===== src/rtl/epcs_byte_engine.sv =====
// -----------------------------------------------------------------------------
// epcs_byte_engine
//
// Purpose:
//   Byte-level SPI mode-0 master for the EPCS/ASx configuration flash. It sits
//   behind the STM32 bus bridge's flash-read channel. Each request shifts one
//   byte out on ASDO (MSB first) and, at the same time, shifts one byte in from
//   DATA0. Chip select stays low between bytes for as long as `enable` is high.
//   This lets the MCU stream a command, the address and then the read data
//   inside a single NCS session.
//
// Parameters:
//   CLK_DIV       DCLK half-period in clk_in cycles (1..255).
//                 The SPI clock runs at clk_in / (2*CLK_DIV).
//
// Ports:
//   clk_in        system clock
//   reset_n       asynchronous active-low reset
//   enable        session enable; a rising edge starts the first byte, and a
//                 low level ends the session
//   continue_read starts the next byte while the engine waits between bytes
//   data_in       byte to transmit, sampled in the trigger cycle
//   data_out      last completely received byte
//   busy          combinational; high from the trigger cycle until the byte ends
//   FLASH_NCS     flash chip select (active low)
//   FLASH_DCLK    SPI clock (idles low)
//   FLASH_ASDO    MOSI
//   FLASH_DATA0   MISO (synchronous to the DCLK generated here)
// -----------------------------------------------------------------------------
module epcs_byte_engine #(
    parameter int CLK_DIV = 2
) (
    input  logic       clk_in,
    input  logic       reset_n,
    input  logic       enable,
    input  logic       continue_read,
    input  logic [7:0] data_in,
    output logic [7:0] data_out,
    output logic       busy,
    output logic       FLASH_NCS,
    output logic       FLASH_DCLK,
    output logic       FLASH_ASDO,
    input  logic       FLASH_DATA0
);

    localparam logic [2:0] S_IDLE     = 3'd0;
    localparam logic [2:0] S_SETUP    = 3'd1;
    localparam logic [2:0] S_SHIFT_HI = 3'd2;
    localparam logic [2:0] S_SHIFT_LO = 3'd3;
    localparam logic [2:0] S_HOLD     = 3'd4;

    localparam logic [7:0] DIV_LAST = 8'(CLK_DIV - 1);

    logic [2:0] r_state;
    logic       r_enable_d;
    logic [7:0] r_div;
    logic [2:0] r_bit_cnt;
    logic [7:0] r_tx_sr;
    logic [7:0] r_rx_sr;
    logic [7:0] r_data_out;
    logic       r_ncs;
    logic       r_dclk;
    logic       r_asdo;

    logic w_start_first;
    logic w_start_next;
    logic w_start;
    logic w_active;
    logic w_phase_end;

    // First byte: rising edge of enable while idle. Later bytes: continue_read
    // is qualified by HOLD, so a request that arrives mid-byte is dropped and
    // is not queued.
    assign w_start_first = enable & ~r_enable_d & (r_state == S_IDLE);
    assign w_start_next  = enable & continue_read & (r_state == S_HOLD);
    assign w_start       = w_start_first | w_start_next;
    assign w_active      = (r_state == S_SETUP) | (r_state == S_SHIFT_HI) |
                           (r_state == S_SHIFT_LO);
    assign w_phase_end   = (r_div == DIV_LAST);

    // busy includes the trigger cycle, so a requester that samples busy one
    // clock after its request always reads 1. While reset is held, busy is
    // forced low even if enable is already high.
    assign busy       = reset_n & (w_start | w_active);
    assign data_out   = r_data_out;
    assign FLASH_NCS  = r_ncs;
    assign FLASH_DCLK = r_dclk;
    assign FLASH_ASDO = r_asdo;

    always_ff @(posedge clk_in or negedge reset_n) begin
        if (!reset_n) begin
            r_state    <= S_IDLE;
            r_enable_d <= 1'b0;
            r_div      <= 8'd0;
            r_bit_cnt  <= 3'd0;
            r_tx_sr    <= 8'd0;
            r_rx_sr    <= 8'd0;
            r_data_out <= 8'd0;
            r_ncs      <= 1'b1;
            r_dclk     <= 1'b0;
            r_asdo     <= 1'b0;
        end else begin
            r_enable_d <= enable;
            if (!enable) begin
                // Session end or abort: release the flash at once. A partial
                // byte in rx_sr is never copied to data_out.
                r_state   <= S_IDLE;
                r_ncs     <= 1'b1;
                r_dclk    <= 1'b0;
                r_asdo    <= 1'b0;
                r_div     <= 8'd0;
                r_bit_cnt <= 3'd0;
            end else if (w_start) begin
                // Latch the byte and present its MSB for one half-period
                // before the first rising edge.
                r_state   <= S_SETUP;
                r_tx_sr   <= data_in;
                r_bit_cnt <= 3'd0;
                r_div     <= 8'd0;
                r_ncs     <= 1'b0;
                r_dclk    <= 1'b0;
                r_asdo    <= data_in[7];
            end else begin
                case (r_state)
                    S_SETUP, S_SHIFT_LO: begin
                        if (w_phase_end) begin
                            // DCLK rises on this edge. DATA0 has been stable
                            // since the preceding falling edge, so it is
                            // sampled here.
                            r_state <= S_SHIFT_HI;
                            r_div   <= 8'd0;
                            r_dclk  <= 1'b1;
                            r_rx_sr <= {r_rx_sr[6:0], FLASH_DATA0};
                        end else begin
                            r_div <= r_div + 8'd1;
                        end
                    end
                    S_SHIFT_HI: begin
                        if (w_phase_end) begin
                            r_div  <= 8'd0;
                            r_dclk <= 1'b0;
                            if (r_bit_cnt == 3'd7) begin
                                r_state    <= S_HOLD;
                                r_data_out <= r_rx_sr;
                            end else begin
                                r_state   <= S_SHIFT_LO;
                                r_tx_sr   <= {r_tx_sr[6:0], 1'b0};
                                r_asdo    <= r_tx_sr[6];
                                r_bit_cnt <= r_bit_cnt + 3'd1;
                            end
                        end else begin
                            r_div <= r_div + 8'd1;
                        end
                    end
                    S_IDLE, S_HOLD: begin
                        r_div <= 8'd0;
                    end
                    default: begin
                        r_state <= S_IDLE;
                        r_ncs   <= 1'b1;
                        r_dclk  <= 1'b0;
                        r_asdo  <= 1'b0;
                        r_div   <= 8'd0;
                    end
                endcase
            end
        end
    end

endmodule

===== config.mk =====
export PLATFORM = sky130hd
export DESIGN_NAME = epcs_byte_engine
export DESIGN_NICKNAME = d
export VERILOG_FILES = /design/src/rtl/epcs_byte_engine.sv
export SDC_FILE = /design/constraint.sdc
export NUM_CORES = 1
export LEC_CHECK = 0
export BUFFER_PORTS_ARGS = -buffer_cell sky130_fd_sc_hd__buf_2
export CORE_MARGIN = 5
export CORE_UTILIZATION = 40
export CTS_CLUSTER_DIAMETER = 200
export DETAILED_ROUTE_END_ITERATION = 16
export GPL_TIMING_DRIVEN = 1
export HOLD_SLACK_MARGIN = 0.06
export PLACE_DENSITY_LB_ADDON = 0.2
export SLEW_MARGIN = 10
export SYNTH_ARGS = -nofsm -noshare
export SYNTH_HDL_FRONTEND = slang
export SYNTH_SLANG_ARGS = --single-unit

===== constraint.sdc =====
create_clock -name clk_in -period 5.5 [get_ports clk_in]
set_input_delay 1.65 -clock clk_in [delete_from_list [all_inputs] [get_ports clk_in]]
set_output_delay 1.65 -clock clk_in [all_outputs]
set_load 0.005 [all_outputs]

==> flow_summary.ini <==
[outcome]
status = complete, no violations

[job]
maxCapViolations = 0

[yosys]
syn_area_um2 = 1960
synth_edf_count = 0
synthArstFlopShare_pct = 100
syn_area_per_cell_um2 = 12.6
synthTopCellsByArea = dfrtp_1 51%, mux2_2 16%, nor2_1 3.4%
synth_area_leader_cell = dfrtp_1
yosys_register_bits = 41
synth_top_family_by_area = multiplexers
synth_most_common_cell = dfrtp_1
synthSimpleGateAreaFrac_pct = 16.0
synth_ff_type = dfrtp_1
ys_seq_area_share_pct = 52.4
yosys-top-cells-count = 40 x dfrtp_1, 28 x mux2_2, 18 x nor2_1
synthDistinctLibCells = 45
yosys.area_share.adder_pct = 2.55
synth-xor-area-share_pct = 3.13
synth.net_count = 173
synth_compound_area_share_pct = 6.89
postSynthCellCount = 156
muxShareOfSynthArea_pct = 17.6
yosysWarnings = 0
synth_top_cell_area_share_pct = 51.1

[clocking]
clock-sinks = 41
post-cts-setup-buffer-count = 0
cts_max_level = 2
cts.repair.resized = 0
clk_pin_slew_ns = 0.08
insertion_delay_ns = 0.29
cts_buffer_depth = 2
ctsRootBufferMaster = clkbuf_8
cts_inserted_buffers = 5
cts_tree = yes
hold_buffers = 0

[finish]
nets = 203
drive_above_1_share_pct = 39.6
ff_latch_area_um2 = 1030
syn_to_final_growth_pct = 16.8
multi_input_area_um2 = 906
n_fill_cell = 448
stdcell_area_um2 = 2290
num_antenna_cells = 0

[critical_path]
crit_arrival_ns = 2.83
crit_slowest_cell = or3b_4
crit_fanout = 11
rr_worst_depth = 6
path_common_cell = buf_2
startpoint_type = input port
slowest_delay_ns = 0.43
end_kind = primary output
path_cells = buf_2 -> or3b_4 -> o21ba_2 -> o21a_1 -> buf_2
cp.required_ns = 3.85
critPathKind = in2out

[power_and_ir_drop]
comb_power_share_pct = 14.3
p_int_uw = 577
finalPower_uw = 749
clockPowerShare_pct = 37.8
powerDensity_nw_per_um2 = 327
p_leak_uw = 0.00108
sequentialPowerShare_pct = 47.9
swShare_pct = 23.0
irDropWorstVdd_mv = 0.145
power_switching_uw = 172

[route]
vias = 1255
antenna_left = 0
wl_mm = 3.68
vias_per_cell = 4.94
first_iter_violations = 59
route.detailed.drc = 0
routedWlPerCell_um = 14.5
drtPass1Iterations = 4

[timing]
setup_viol = 0
min_period_ns = 4.48
fin_worst_skew_ns = 0.00410
slew_headroom_pct = 66.0
setup_tns_ns = 0
drv_slew = 0
rsz0062_at_grt = no
tightest_slew_ns = 0.510
period_share_pct = 81.4
max_freq_ghz = 0.223
finalHoldViolCount = 0

[floorplanning]
coreArea_um2 = 4750
ios = 25
rows = 25
dieArea_um2 = 6400
dieHeight_um = 80.0
initial_core_util_pct = 41.2
die_w_um = 80.0

[place]
gp_congestion = 0.848
io_buffers = 24
place_area_um2 = 2160
hpwl_mm = 2.75

[global_routing]
grt_pass1_wl_mm = 6.47
grt_max_degree = 42
antenna_found_initial = 0
overflow = 0
grt_pass1_vias = 1392
grtUsageTotal_pct = 13.1

[hold_path]
min_path_cells = 1
hold_class = reg2reg
-- worst max-delay path: cells and delay by family --
kind | cells | cell delay, ns
simple gates | 1 | 0.43
compound gates | 2 | 0.44
buf+inv | 2 | 0.31
-- placed cells by master (no fill, tap or decap), drive strengths merged, types with 2 or more instances in the layout --
master,count
nand2,6
and2,2
dfrtp,40
xnor2,3
a21oi,2
o21ai,5
mux2,28
inv,3
nor2b,2
ha,4
or3,2
mux2i,3
buf,25
nor2,20
bufinv,2
or3b,2
nor3,2
xor2,4
clkbuf,5
nand3,5
-- kinds of logic after synthesis --
| kind of cell | Yosys count |
|---|---|
| fa+ha+maj | 4 |
| xor+xnor | 7 |
| flops | 41 |
| simple gates | 50 |
| mux | 31 |
| buf+inv | 5 |
| compound gates | 18 |
-- flip-flops by register name, indices dropped and copies added (netlist names) --
name        count
r_enable_d      1
r_div           8
r_bit_cnt       3
r_state         3
r_rx_sr         8
FLASH_DCLK      1
data_out        8
FLASH_NCS       1
FLASH_ASDO      1
r_tx_sr         7
-- path summary, 6_finish.rpt --
check                                        start                      end  slack [ns]
max in group asynchronous                  reset_n    FLASH_NCS$_DFFE_PN1P_        3.68
min reg2reg                data_out[5]$_DFFE_PN0P_  data_out[5]$_DFFE_PN0P_        0.50
min in group asynchronous                  reset_n       r_div[6]$_DFF_PN0_        1.46
max reg2reg                     r_div[1]$_DFF_PN0_   r_tx_sr[3]$_DFFE_PN0P_        3.41
min                        data_out[5]$_DFFE_PN0P_  data_out[5]$_DFFE_PN0P_        0.50
max                                         enable                     busy        1.02
-- metrics by stage --
stage	utilization (%)	hold slack (ns)	setup WS [ns]	std cells
floorplan	-	0.460	1.31	156
global route	48.2	0.520	0.959	254
global placement	45.3	0.483	1.07	246
CTS	48.2	0.507	1.04	254
finish	48.2	0.503	1.02	254
detailed placement	45.3	0.488	1.04	246
-- metal layers --
metal  GRT usage (%)  routed length [um]  vias up
met5               0                   0        -
met4            5.07                  61        0
met3            4.06                 159        5
met2            20.9                1830       23
met1            16.6                1630      616
li1                -                   -      611
-- layout make-up --
class                      instances  area share, %
clock buffer                       5           3.01
clock inverter                     3           2.84
inverter                           3          0.492
multi-input combinational        110           39.6
sequential                        41           44.9
tap                               67           3.66
timing repair buffer              25           5.57
-- power by group through the flow --
stage	Sequential (uW)	Combinational, uW	Clock [uW]
after floorplan	357	80.4	0
after CTS	359	109	293
after detailed placement	365	109	0
after global routing	363	121	305
after global placement	362	104	0
final	359	107	284
(Power assumes the default switching activity.)
